`src/rtl/serial_frame_ctrl.sv`:
```
// Serial byte framer: SyncByte, length, payload [, XOR checksum] captured into a readable buffer.
// Optional checksum stage is compiled in when SERIAL_FRAME_CHECKSUM_EN is defined.
module serial_frame_ctrl #(
  parameter int Width = 8,
  parameter int MaxLen = 16,
  parameter int TimeoutWidth = 16,
  parameter logic [Width-1:0] SyncByte = Width'(8'hA5),
  localparam int AddrW = (MaxLen > 1) ? $clog2(MaxLen) : 1
) (
  input  logic             clk,
  input  logic             rst,
  input  logic             rx_finish,
  input  logic [Width-1:0] rx_data,
  output logic             frame_valid,
  input  logic             frame_ready,
  output logic [7:0]       frame_len,
  input  logic [AddrW-1:0] rd_addr,
  output logic [Width-1:0] rd_data,
  output logic             busy,
  output logic             err_timeout,
  output logic             err_len,
  output logic             err_chk,
  output logic             overrun,
  output logic [2:0]       dbg_state
);

  // frame_valid/frame_ready: a held frame transfers on any rising clk edge where both
  // are high; frame_valid drops on that edge and frame_len/buffer stay frozen until then.

  localparam int Depth = 1 << AddrW;
  localparam logic [Width-1:0] MaxLenW = Width'(MaxLen);
  localparam logic [TimeoutWidth-1:0] TLast = ~TimeoutWidth'(1);

  typedef enum logic [2:0] {
    IDLE    = 3'd0,
    LEN     = 3'd1,
    PAYLOAD = 3'd2,
`ifdef SERIAL_FRAME_CHECKSUM_EN
    CHECK   = 3'd3,
`endif
    HOLD    = 3'd4
  } state_t;

  state_t                  state;
  logic                    rx_prev;
  logic                    accept;
  logic                    in_window;
  logic                    len_bad;
  logic                    last_byte;
  logic                    wr_en;
  logic [7:0]              idx;
  logic [TimeoutWidth-1:0] tcnt;
  logic [Width-1:0]        mem [Depth];
`ifdef SERIAL_FRAME_CHECKSUM_EN
  logic [Width-1:0]        chk_acc;
`endif

  // rx_prev resets high so a level already asserted at reset release is not an edge.
  assign accept    = rx_finish & ~rx_prev;
  assign len_bad   = (rx_data == '0) || (rx_data > MaxLenW);
  assign last_byte = (idx == (frame_len - 8'd1));
  assign wr_en     = accept && (state == PAYLOAD);
  assign busy      = (state != IDLE);
  assign dbg_state = state;
  assign rd_data   = mem[rd_addr];

`ifdef SERIAL_FRAME_CHECKSUM_EN
  assign in_window = (state == LEN) || (state == PAYLOAD) || (state == CHECK);
`else
  assign in_window = (state == LEN) || (state == PAYLOAD);
  assign err_chk   = 1'b0;
`endif

  always_ff @(posedge clk) begin
    if (wr_en) begin
      mem[idx[AddrW-1:0]] <= rx_data;
    end
  end

  always_ff @(posedge clk or posedge rst) begin
    if (rst) begin
      state       <= IDLE;
      rx_prev     <= 1'b1;
      frame_valid <= 1'b0;
      frame_len   <= '0;
      idx         <= '0;
      tcnt        <= '0;
      err_timeout <= 1'b0;
      err_len     <= 1'b0;
      overrun     <= 1'b0;
`ifdef SERIAL_FRAME_CHECKSUM_EN
      err_chk     <= 1'b0;
      chk_acc     <= '0;
`endif
    end else begin
      rx_prev     <= rx_finish;
      err_timeout <= 1'b0;
      err_len     <= 1'b0;
      overrun     <= 1'b0;
`ifdef SERIAL_FRAME_CHECKSUM_EN
      err_chk     <= 1'b0;
`endif
      // An accepted byte beats a timeout landing on the same edge.
      if (in_window) begin
        if (accept) begin
          tcnt <= '0;
        end else if (tcnt == TLast) begin
          err_timeout <= 1'b1;
          state       <= IDLE;
          tcnt        <= '0;
        end else begin
          tcnt <= tcnt + 1'b1;
        end
      end

      if (accept) begin
        case (state)
          IDLE: begin
            if (rx_data == SyncByte) begin
              state <= LEN;
              tcnt  <= '0;
            end
          end
          LEN: begin
            if (len_bad) begin
              err_len <= 1'b1;
              state   <= IDLE;
            end else begin
              frame_len <= 8'(rx_data);
              idx       <= '0;
              state     <= PAYLOAD;
`ifdef SERIAL_FRAME_CHECKSUM_EN
              chk_acc   <= rx_data;
`endif
            end
          end
          PAYLOAD: begin
            idx <= idx + 8'd1;
`ifdef SERIAL_FRAME_CHECKSUM_EN
            chk_acc <= chk_acc ^ rx_data;
            if (last_byte) begin
              state <= CHECK;
            end
`else
            if (last_byte) begin
              state       <= HOLD;
              frame_valid <= 1'b1;
            end
`endif
          end
`ifdef SERIAL_FRAME_CHECKSUM_EN
          CHECK: begin
            if (rx_data == chk_acc) begin
              state       <= HOLD;
              frame_valid <= 1'b1;
            end else begin
              err_chk <= 1'b1;
              state   <= IDLE;
            end
          end
`endif
          HOLD: begin
            overrun <= 1'b1;
          end
          default: begin
            state <= IDLE;
          end
        endcase
      end

      if ((state == HOLD) && frame_ready) begin
        state       <= IDLE;
        frame_valid <= 1'b0;
      end
    end
  end

endmodule

```
`config.mk`:
```
export PLATFORM = sky130hd
export DESIGN_NAME = serial_frame_ctrl
export DESIGN_NICKNAME = d
export VERILOG_FILES = /design/src/rtl/serial_frame_ctrl.sv
export SDC_FILE = /design/constraint.sdc
export NUM_CORES = 1
export LEC_CHECK = 0
export BUFFER_PORTS_ARGS = -buffer_cell sky130_fd_sc_hd__buf_4
export CAP_MARGIN = 20
export CORE_AREA = 2 2 118 120
export DETAILED_ROUTE_END_ITERATION = 10
export DIE_AREA = 0 0 120 122
export GPL_TIMING_DRIVEN = 0
export PLACE_DENSITY = 0.85
export REMOVE_ABC_BUFFERS = 1
export SLEW_MARGIN = 20
export SYNTH_ARGS = -nofsm -noshare
export SYNTH_HDL_FRONTEND = slang
export SYNTH_SLANG_ARGS = --single-unit
```
`constraint.sdc`:
```
create_clock -name clk -period 2.1 [get_ports clk]
set_input_delay 0.315 -clock clk [delete_from_list [all_inputs] [get_ports clk]]
set_output_delay 0.315 -clock clk [all_outputs]
set_load 0.02 [all_outputs]
```
==> reports/qor.csv <==
metric,value,unit
ys_warn_count,0,
clk_latency,420,ps
grt_overflow,0,
crit_start,mem[10][1],
reg2reg_to,mem[3][3],
violations,setup timing,
synth_seq_cells,168,
ant_nets,0,
maxCapViolations,0,
syn-cell-area,0.007216,mm2
ys.flop_type,edfxtp_1,
initial_core_util,53.43,%
rows,43,
grt_pass1_vias,4035,
grt_max_degree,33,
die_h,122,um
timing.final.max_slew_violations,0,
rsz0062_at_grt,yes,
viasPerCell,5.826,
place_congestion,0.8067,
cp-start-kind,flop,
worst_pin_slew,642.5,ps
dp.cells,635,
dieWidth,120,um
coreArea,0.01350,mm2
hold_viol,0,
cp_max_fo,1,
synth_edf_count,128,
outcome,"complete, but fails checks",
synthTopCellsByArea,"edfxtp_1 53%, dfrtp_1 14%, mux4_1 8.7%, mux4_2 5.0%, xor2_1 2.5%",
synth.top_cell.area_share,53.27,%
place_hpwl,9338,um
cts_tree,built,
crit_path_end,rd_data[1],
vias,3915,
async_flop_share,23.81,%
drive_gt1_share,27.64,%
diodes,0,
grt_antenna_before_repair,0,
path_common_cell,mux4_2,
crit_type,flop to primary output,
dieArea,0.01464,mm2
portBuffers,39,
critPathCaptureType,primary output,
cts.sink_count,168,
grt_use_total,21.79,%
pin_count,41,
max_stage_delay,540,ps
synthCells,433,
cp_slowest_cell,mux4_2,
area_growth,16.27,%
clk_path_buf_depth,2,
ys_types,49,
power.total,7199,uW
post-route-period-util,110.2,%
cts_buffers,17,
slew_headroom,57.17,%
fmax,0.4323,GHz
cts_root_buf,clkbuf_16,
fin_ws,-213.2,ps
irDropWorstVdd,0.0004923,V
synth_top_area_cell,edfxtp_1,
drcViolationCount,0,
critical_path_arrival,2000,ps
crit_required,1780,ps
hold_path.class,input port to flop,
rr_worst_depth,5,
ys_seq_area_share,67.16,%
post_layout_nonfiller_instances,672,
reg2reg_from,dbg_state[2],
avgRoutedWirePerCell,21.91,um
ctsHtreeMaxLevel,4,
powerDensity,858.1,mW/mm2
p_leak,0.002996,uW
post-route-min-period,2313,ps
avgSynthCellArea,16.66,um2
final_nets,502,
skew,7.053,ps
worst-r2r-setup-slack,120,ps
worstPathCellList,"mux4_2, mux4_2, buf_6",
path_clk_slew,60,ps
drtIter0Drc,408,
firstDrtPassIters,5,
wl,14720,um
grt_pass1_wl,23120,um
finalSetupViolations,8,
-- worst max-delay path: cells and delay by family, from the launching register on --
family / cells / cell delay, ps
buffers and inverters: 1 / 150
DFF: 1 / 410
muxes: 2 / 1030
-- synth_stat cells, types with 5 or more instances --
library cell  number
nor2_1            46
xnor2_1            9
edfxtp_1         128
and4_1             6
and2_1             6
o21ai_0            5
nor3_1             7
ha_1               7
nand2_1           29
xor2_1            21
nand2b_1           6
mux4_2            16
mux4_1            24
and3_1             8
nand4_1            5
dfrtp_1           39
inv_1              6
nand3_1           12
-- kinds of logic after synthesis --
| family | count (synthesis) | share of synthesized area, % |
|---|---|---|
| muxes | 40 | 13.73 |
| and+or+nand+nor | 139 | 9.815 |
| AOI/OAI and AO/OA | 23 | 2.168 |
| xor gates and xnor gates | 30 | 3.642 |
| other | 1 | 0.05197 |
| buffers and inverters | 25 | 2.219 |
| DFF | 168 | 67.16 |
| adders and majority gates | 7 | 1.214 |
-- registers in the layout (all words and copies together) (netlist names) --
name         count
idx              8
frame_valid      1
rx_prev          1
err_len          1
overrun          1
frame_len        8
dbg_state        3
err_timeout      1
tcnt            16
mem            128
-- cell type report --
type / instances / area, um2
fillers: 950 / 5115
flip-flops and latches: 168 / 4848
multi-input cells: 240 / 2315
clock buffers: 20 / 436.7
repair buffers: 46 / 432.9
well taps: 180 / 225.2
clock inverters: 12 / 108.9
inverters: 6 / 22.52
-- where the power goes --
| part | total, uW | leakage (uW) | internal [uW] | switching, uW |
|---|---|---|---|---|
| sequential | 3790 | 0.00167 | 3680 | 114 |
| combinational | 511 | 0.00106 | 236 | 275 |
| clock | 2900 | 0.000271 | 1720 | 1170 |
-- layout by cell type, fill, tap and decap left out, drive strengths merged, types with 2 or more instances in the layout --
cell	n
inv	6
buf	44
dlygate4sd3	2
and3	8
or2	2
dfrtp	39
mux4	40
a21oi	4
xor2	21
xnor2	9
o21ai	7
bufinv	2
nor4	5
edfxtp	128
clkbuf	20
ha	7
nor3	8
and2	6
and4	6
o211ai	2
clkinv	10
nand3	12
nor2	47
nand2b	6
nand2	29
a31oi	2
nand4	5
-- repair_timing --
item	CTS	global route
pin swaps	0	3
buffers inserted	0	3
hold endpoints to repair	17	0
gates cloned	0	0
hold buffers	2	0
endpoints found under the setup margin	137	90
resized for setup	51	16
-- how the worst min path moves through the flow --
stage / depth (start not counted) / slack, ps / start / end
after floorplan: 0 / 320 / rx_finish / rx_prev
after global placement: 1 / 440 / rx_finish / rx_prev
after detailed placement: 2 / 340 / rst / frame_valid
after CTS: 3 / 160 / frame_ready / frame_valid
after global routing: 3 / 200 / frame_ready / frame_valid
final: 3 / 190 / frame_ready / frame_valid
-- metrics by stage --
| step | hold slack [ps] | instance area (um2) | util [%] | setup slack (ps) | TNS [ps] |
|---|---|---|---|---|---|
| 2_1_floorplan | 319.5 | 7078 | - | -40.32 | -557.4 |
| 3_3_place_gp | 437.3 | 7596 | 56.25 | -725.1 | -56570 |
| 3_5_place_dp | 337.3 | 7636 | 56.55 | -745.8 | -63660 |
| 4_1_cts | 164.0 | 8304 | 61.49 | -235.4 | -2208 |
| 5_1_grt | 195.6 | 8389 | 62.12 | -260.5 | -1844 |
| 6_report | 185.2 | 8389 | 62.12 | -213.2 | -1465 |
-- metal layers --
metal  track usage (%)  share of wire, %  vias up
met4             7.206               2.2        0
met2             36.29                52      154
li1                  -                 -     1760
met1             27.65                39     1976
met5                 0                 0        -
met3             6.507               6.9       25
(Power assumes the default switching activity.)
